$ cat config.mk
export PLATFORM = sky130hd
export DESIGN_NAME = spi_fifo_ext
export DESIGN_NICKNAME = d
export VERILOG_FILES = /design/src/rtl/spi_pkg.sv /design/src/rtl/spi_fifo_ram.sv /design/src/rtl/spi_fifo_ext.sv
export SDC_FILE = /design/constraint.sdc
export NUM_CORES = 1
export LEC_CHECK = 0
export ABC_AREA = 1
export CORE_MARGIN = 10
export CORE_UTILIZATION = 40
export CTS_BUF_LIST = sky130_fd_sc_hd__clkbuf_8
export DETAILED_ROUTE_END_ITERATION = 8
export GPL_ROUTABILITY_DRIVEN = 0
export PLACE_DENSITY_LB_ADDON = 0.25
export SETUP_SLACK_MARGIN = 0.1
export SKIP_LAST_GASP = 1
export SLEW_MARGIN = 5
export SYNTH_ARGS = -nofsm -noshare
export SYNTH_HDL_FRONTEND = slang
export SYNTH_SLANG_ARGS = --single-unit
$ cat constraint.sdc
create_clock -name clk -period 2.3 [get_ports clk]
set_clock_uncertainty 0.05 [all_clocks]
set_input_delay 0.23 -clock clk [delete_from_list [all_inputs] [get_ports clk]]
set_output_delay 0.23 -clock clk [all_outputs]
set_load 0.01 [all_outputs]
$ cat src/rtl/spi_pkg.sv
// spi_pkg: shared defaults and helpers for the SPI FIFO blocks.
package spi_pkg;

    localparam int SPI_DATA_WIDTH = 8;
    localparam int SPI_FIFO_DEPTH = 8;

    // Occupancy counter width: must represent 0..depth inclusive.
    function automatic int lvl_width(input int depth);
        return $clog2(depth + 1);
    endfunction

    // Pointer width: enough to address depth entries, never below 1 bit.
    function automatic int ptr_width(input int depth);
        return (depth <= 2) ? 1 : $clog2(depth);
    endfunction

    // Pointer advance with explicit wrap at depth-1, valid for any depth.
    function automatic int unsigned ptr_inc(input int unsigned ptr, input int unsigned depth);
        return (ptr == depth - 1) ? 0 : ptr + 1;
    endfunction

endpackage

$ cat src/rtl/spi_fifo_ram.sv
// spi_fifo_ram: DEPTH x DATA_WIDTH storage, synchronous write, asynchronous read, no reset.
module spi_fifo_ram #(
    parameter int DATA_WIDTH = 8,
    parameter int DEPTH      = 8,
    parameter int ADDR_W     = 3
) (
    input  logic                  clk,
    input  logic                  we,
    input  logic [ADDR_W-1:0]     waddr,
    input  logic [DATA_WIDTH-1:0] wdata,
    input  logic [ADDR_W-1:0]     raddr,
    output logic [DATA_WIDTH-1:0] rdata
);

    logic [DATA_WIDTH-1:0] r_mem [DEPTH];

    // Write port: store wdata at waddr on accepted writes.
    always_ff @(posedge clk) begin
        if (we) begin
            r_mem[waddr] <= wdata;
        end
    end

    assign rdata = r_mem[raddr];

endmodule

$ cat src/rtl/spi_fifo_ext.sv
// spi_fifo_ext: show-ahead circular FIFO with any-depth wrap, level output,
// almost-full/empty thresholds and synchronous flush.
// Optional sticky overflow/underflow flags are built when SPI_FIFO_ERR_EN is defined.
module spi_fifo_ext
    import spi_pkg::*;
#(
    parameter  int DATA_WIDTH = SPI_DATA_WIDTH,
    parameter  int DEPTH      = SPI_FIFO_DEPTH,
    parameter  int AFULL_THR  = DEPTH - 1,
    parameter  int AEMPTY_THR = 1,
    localparam int LVL_W      = lvl_width(DEPTH)
) (
    input  logic                  clk,
    input  logic                  rst_n,
    input  logic                  flush,
    input  logic [DATA_WIDTH-1:0] din,
    input  logic                  wr_en,
    input  logic                  rd_en,
    output logic [DATA_WIDTH-1:0] dout,
    output logic                  full,
    output logic                  empty,
    output logic                  almost_full,
    output logic                  almost_empty,
    output logic [LVL_W-1:0]      level,
    input  logic                  err_clr,
    output logic                  overflow,
    output logic                  underflow
);

    localparam int PTR_W = ptr_width(DEPTH);

    logic [PTR_W-1:0]      r_wr_ptr;
    logic [PTR_W-1:0]      r_rd_ptr;
    logic [LVL_W-1:0]      r_level;
    logic [DATA_WIDTH-1:0] w_rdata;
    logic                  w_empty;
    logic                  w_full;
    logic                  w_rd_acc;
    logic                  w_wr_acc;
    logic [PTR_W-1:0]      w_wr_ptr_nxt;
    logic [PTR_W-1:0]      w_rd_ptr_nxt;

    assign w_empty = (r_level == '0);
    assign w_full  = (r_level == LVL_W'(DEPTH));

    // Flush blocks both ports; a read frees a full slot for a same-cycle write.
    assign w_rd_acc = rd_en && !w_empty && !flush;
    assign w_wr_acc = wr_en && (!w_full || w_rd_acc) && !flush;

    assign w_wr_ptr_nxt = PTR_W'(ptr_inc(int'(r_wr_ptr), DEPTH));
    assign w_rd_ptr_nxt = PTR_W'(ptr_inc(int'(r_rd_ptr), DEPTH));

    spi_fifo_ram #(
        .DATA_WIDTH (DATA_WIDTH),
        .DEPTH      (DEPTH),
        .ADDR_W     (PTR_W)
    ) u_ram (
        .clk   (clk),
        .we    (w_wr_acc),
        .waddr (r_wr_ptr),
        .wdata (din),
        .raddr (r_rd_ptr),
        .rdata (w_rdata)
    );

    // Pointer and occupancy tracking; flush clears them but leaves storage intact.
    always_ff @(posedge clk or negedge rst_n) begin
        if (!rst_n) begin
            r_wr_ptr <= '0;
            r_rd_ptr <= '0;
            r_level  <= '0;
        end else if (flush) begin
            r_wr_ptr <= '0;
            r_rd_ptr <= '0;
            r_level  <= '0;
        end else begin
            if (w_wr_acc) begin
                r_wr_ptr <= w_wr_ptr_nxt;
            end
            if (w_rd_acc) begin
                r_rd_ptr <= w_rd_ptr_nxt;
            end
            case ({w_wr_acc, w_rd_acc})
                2'b10:   r_level <= r_level + 1'b1;
                2'b01:   r_level <= r_level - 1'b1;
                default: r_level <= r_level;
            endcase
        end
    end

    assign level        = r_level;
    assign empty        = w_empty;
    assign full         = w_full;
    assign almost_full  = (r_level >= LVL_W'(AFULL_THR));
    assign almost_empty = (r_level <= LVL_W'(AEMPTY_THR));
    assign dout         = w_empty ? '0 : w_rdata;

`ifdef SPI_FIFO_ERR_EN
    logic r_overflow;
    logic r_underflow;
    logic w_ovf_evt;
    logic w_unf_evt;

    assign w_ovf_evt = wr_en && !flush && w_full && !w_rd_acc;
    assign w_unf_evt = rd_en && !flush && w_empty;

    // Sticky error flags; a new event in the err_clr cycle keeps the flag set.
    always_ff @(posedge clk or negedge rst_n) begin
        if (!rst_n) begin
            r_overflow  <= 1'b0;
            r_underflow <= 1'b0;
        end else begin
            if (w_ovf_evt) begin
                r_overflow <= 1'b1;
            end else if (err_clr) begin
                r_overflow <= 1'b0;
            end
            if (w_unf_evt) begin
                r_underflow <= 1'b1;
            end else if (err_clr) begin
                r_underflow <= 1'b0;
            end
        end
    end

    assign overflow  = r_overflow;
    assign underflow = r_underflow;
`else
    logic w_unused_err_clr;

    assign w_unused_err_clr = err_clr;
    assign overflow         = 1'b0;
    assign underflow        = 1'b0;
`endif

endmodule
# == Word level (Yosys, flattened, before mapping) ==
# Memory sizes are Yosys's and may differ from the RTL's.
# Cells that the tools add are included.
# op_classes
add_sub_neg,4
shift,0
n_mux,11
div,0
n_lt_le_gt_ge,2
n_bitwise,0
eq_ne,5
reduce_logical,12
mul,0
# op_table
operator,n
$mux 3,6
$mux 8,1
$pmux 4 s2,1
$add 3x1->3 const B,2
$eq 3x3->1 const B,2
$add 4x1->4 const B,1
$eq 4x4->1 const B,1
$ge 4x3->1 const B,1
$le 4x1->1 const B,1
$logic_and 1x1->1,4
$logic_not 4->1,1
$mux 4,1
$reduce_bool 2->1,2
$sub 4x1->4 const B,1
$logic_not 1->1,3
$reduce_bool 3->1,1
$eq 2x1->1 const B,1
$eq 2x2->1 const B,1
$mux 1,2
$logic_or 1x1->1,1
# totals
rom_bits,0
output_inout_bits,18
memories,1
input_bits,14
ram_bits,64
latch_bits,0
wordCells,38
register_bits,10
# memory_table
name,words,word_bits,rd,rd_ports_with_merged_regs,write_ports,line,text
u_ram.r_mem,8,8,1,0,1,spi_fifo_ram.sv:15,logic [DATA_WIDTH-1:0] r_mem [DEPTH];

# == Longest topological paths before layout ==
# logic_depth
ltp_word,10
mapped_depth,10
ltp_nobuf,10

# == Modules after synthesis ==
# A second synthesis with hierarchy kept.
# hier_totals
hier_cells,406
area_unflattened_um2,3739.8
# modules_own_cells
module,area_each_um2,seq_area_each_um2,cells_each,instances
spi_fifo_ram,2890.3,1921.8,295,1
spi_fifo_ext,849.6,250.2,111,1

# == Worst setup path after synthesis ==
# OpenSTA, ideal clock, no wires.
# synth_path
path_kind,reg-to-reg
from,"reg r_level[0], in the netlist level[0]"
to,mem u_ram.r_mem[0][0] (enable)
arrival_ps,1667
path_stages_with_launch,10
period_less_slack_ps,2088
path_buffers,0
setup_ps,370
required_ps,1880
path_slack_ps,212
cell_sequence,dfrtp_1 > inv_1 > ha_1 > inv_1 > nor2_2 > o211ai_2 > nand2_2 > nor2_4 > nand2_4 > nor2_1
# synth_via
elab_chain_cells,9
elab_cells_between_ends,11
cone_classes,eq/ne: 1; mux: 2; reduce/logical: 8
# synth_lines
element,line,text
start: declaration,spi_fifo_ext.sv:34,logic [LVL_W-1:0] r_level;
start signal: assignment,spi_fifo_ext.sv:84,2'b10: r_level <= r_level + 1'b1;
start signal: assignment,spi_fifo_ext.sv:85,2'b01: r_level <= r_level - 1'b1;
start signal: assignment,spi_fifo_ext.sv:86,default: r_level <= r_level;
$logic_not 4->1,spi_fifo_ext.sv:43,assign w_empty = (r_level == '0);
$logic_not 1->1,spi_fifo_ext.sv:47,assign w_rd_acc = rd_en && !w_empty && !flush;
$logic_and 1x1->1 (2 in a row),spi_fifo_ext.sv:47,
$logic_or 1x1->1 (*),spi_fifo_ext.sv:48,assign w_wr_acc = wr_en && (!w_full || w_rd_acc) && !flush;
$logic_and 1x1->1 (*) (2 in a row),spi_fifo_ext.sv:48,
$mux 1 (*),spi_fifo_ram.sv:19,if (we) begin
$mux 1 (not written as such) (*),spi_fifo_ram.sv:20,r_mem[waddr] <= wdata;
end: declaration,spi_fifo_ram.sv:15,
# Every way passes the cells marked *; elsewhere a longest branch is shown, timed or not.

# == Final worst setup path ==
# layout_path
from,"reg r_level[1], in the netlist level[1]"
to,out empty
# layout_via
elab_chain_cells,1
# layout_lines
element,line,text
$logic_not 4->1,spi_fifo_ext.sv:43,
end: declaration,spi_fifo_ext.sv:21,"output logic empty,"
# No other way between the ends.

==> key figures <==
Pwr
  – Tot Pwr: 4.30 mW
  – PwrDens: 1050 nW/µm²
  – Pleak: 1.63 nW
  – Peak VDD IR: 0.319 mV

Logic synthesis
  – Number of synthesized flops with an enable pin: 64
  – Post-synthesis xor/xnor area fraction: 0.00264
  – Most common cell in the synthesized netlist: nor2_1
  – Simple-Gate Fraction of Synth Area: 0.165
  – Cell Area, Synth: 3320 µm²
  – Adder-Cell Fraction of Synth Area: 0.0264
  – Top-area cell type share of the netlist area: 0.579
  – Post-synthesis compound-gate area fraction: 0.105
  – Primary FF master, synth: edfxtp_1
  – Netlist cell types: 25
  – Mean Syn Cell Area: 10.7 µm²
  – Multiplexer share of the synthesized area: 0
  – Yosys reg bits: 74
  – Synth top cells by count: nor2_1 (75), edfxtp_1 (64), o21ai_1 (41), nand2_1 (28), o21ai_0 (21)
  – Yosys top cell by area: edfxtp_1
  – Synth warnings: 0
  – Post-synth ARST share: 0.135
  – Synth Instances: 311
  – Largest family of logic cells by synthesized area: simple AND/OR/NAND/NOR gates
  – Post-synthesis sequential area ratio: 0.655
  – Largest cells by area after synthesis: edfxtp_1 (58%), nor2_1 (8.5%), dfrtp_1 (7.5%)

Critical path
  – Worst path required time: 2.02 ns
  – Delay-heaviest family, CP: buffers and inverters
  – Worst path cell trace: inv_2 -> ha_4 -> nand2_4 -> buf_4 -> inv_1 -> clkdlybuf4s50_1
  – Kind of launch point of the worst setup path: flop
  – Endpoint class of the critical path: output pin
  – Critical-path maximum fanout: 6
  – Crit path arrival time: 1.82 ns
  – CP bufs+invs: 4
  – WS Path Type: flop to output pin
  – CP max stage delay: 0.52 ns
  – Slowest-stage cell, CP: clkdlybuf4s50_1

Clock network
  – Worst-Skew Late Latency: 0.33 ns
  – CTS Buf Count: 9
  – CTS H-tree lvls: 3
  – CTS Sinks: 74
  – CTS tree: built
  – # hold bufs at CTS: 0
  – Root Buffer: clkbuf_8
  – Clk buf depth: 2
  – Clock-pin slew on the worst setup and hold paths: 0.07 ns

Place
  – Inst Count DP: 452
  – I/O Buffers: 28
  – HPWL after detailed placement: 4.78 mm
  – Place WS: 0.175 ns

GRT
  – Vias in the first global route: 2,231
  – Grt total ovfl: 0
  – Largest net degree at the start of global routing: 35
  – Initial antenna violation count: 0
  – Total GRT Usage: 0.116
  – First-pass GRT wire length: 11.5 mm

Route
  – Final wirelength: 7.13 mm
  – Average wire per standard cell: 15.1 µm
  – Drc violations: 0
  – Final ANT Viol Nets: 0
  – Via/cell ratio: 4.88
  – Via count: 2,305
  – Drt pass-1 iters: 4
  – DRT iter0 DRCs: 110

Die
  – Die height: 111 µm
  – Die area: 12,300 µm²
  – Chip Width: 111 µm
  – Initial Util: 0.408
  – Ports: 32
  – Core area: 8130 µm²
  – FP Rows: 33

STA
  – Min Clock Period, post-route: 2.10 ns
  – Slew Limit Fails: 0
  – RSZ-0062 raised after global routing: true
  – Final period utilization: 0.914
  – Final WS setup: 0.198 ns
  – Count of final setup violators: 0
  – Final Hold Vio Count: 0
  – Setup_tns: 0 ns
  – Fmax: 476 MHz

Final layout
  – Core Util, Final: 0.504
  – Footprint of the multi-input gates: 1030 µm²
  – Fill count: 705
  – Antenna diodes: 0
  – Layout cells sized above 1: 0.166
  – Register area: 2170 µm²
  – P&R area growth vs syn: 23.6%
  – NumNets Final: 384
  – Final std cells w/o fill: 472

Min path
  – Hold Crit Class: primary input to asynchronous set/reset pin

Outcome
  – Outcome: completed

Flow run
  – Max-cap violations: 0
## layout by cell type (no fill, tap or decap), types with 2 or more instances in the layout
master,instances
nor2_1,75
edfxtp_1,64
o21ai_1,41
nand2_1,28
buf_4,22
o21ai_0,21
clkdlybuf4s50_1,19
inv_1,15
nand3_1,13
clkbuf_8,9
dfrtp_1,9
dlygate4sd2_1,8
inv_2,6
ha_1,6
nand2_4,4
nand2_2,4
nor2_4,2
conb_1,2
bufinv_16,2
clkinv_2,2
buf_6,2
## routing by layer
| layer | share of wire | vias up | wire, µm | global-route usage |
|---|---|---|---|---|
| met5 | 0 | - | 0 | 0 |
| met1 | 0.45 | 1103 | 3210 | 0.141 |
| li1 | - | 1166 | - | - |
| met3 | 0.034 | 4 | 243 | 0.0287 |
| met2 | 0.51 | 32 | 3610 | 0.192 |
| met4 | 0.0088 | 0 | 63 | 0.0437 |
## where the power goes
group / internal [mW] / switching (mW) / total [mW]
combinational: 0.716 / 0.940 / 1.66
sequential: 1.53 / 0.0570 / 1.59
clock: 0.601 / 0.455 / 1.06
## cells by family (layout without fill, tap and decap cells)
| logic type | after synthesis | in the layout |
|---|---|---|
| buf+inv | 34 | 88 |
| simple gates | 128 | 129 |
| compound gates | 66 | 66 |
| fa+ha+maj | 7 | 7 |
| other cells | 1 | 2 |
| flops | 74 | 74 |
| xor+xnor | 1 | 1 |
## per-stage QoR
| stage | cell area, µm² | hold slack [ns] |
|---|---|---|
| after floorplan | 3320 | -0.116 |
| after CTS | 4080 | 0.169 |
| after global routing | 4100 | 0.190 |
| after detailed placement | 3830 | 0.531 |
| final | 4100 | 0.162 |
| after global placement | 3830 | 0.504 |
## cell type report
cell class,instances,share of cell area
sequential,74,0.530
multi-input combinational,205,0.252
timing repair buffer,53,0.117
tap,105,0.0320
clock buffer,9,0.0302
clock inverter,6,0.0201
inverter,20,0.0183
## registers in the layout, summed over array words and instances (netlist names)
signal	cells
u_ram.r_mem	64
r_wr_ptr	3
r_rd_ptr	3
level	4
## path summary, 6_finish.rpt
kind                                          end  depth (start not counted)  slack (ns)     start
worst min register to register           level[0]                          3        0.54  level[0]
worst min-delay path                  r_wr_ptr[2]                          1        0.16     rst_n
min in group clk                         level[0]                          3        0.54  level[0]
max in group asynchronous             r_rd_ptr[0]                          1        1.69     rst_n
worst max register to register  u_ram.r_mem[0][7]                         10        0.46  level[1]
worst max-delay path                        empty                          6        0.20  level[1]
## timing repair
action	CTS	global route
endpoints found under the setup margin	10	3
pin swaps	1	1
setup buffers	4	0
resized for setup	15	4
gates cloned	1	0
No activity file was read; power rests on OpenSTA's default activity.
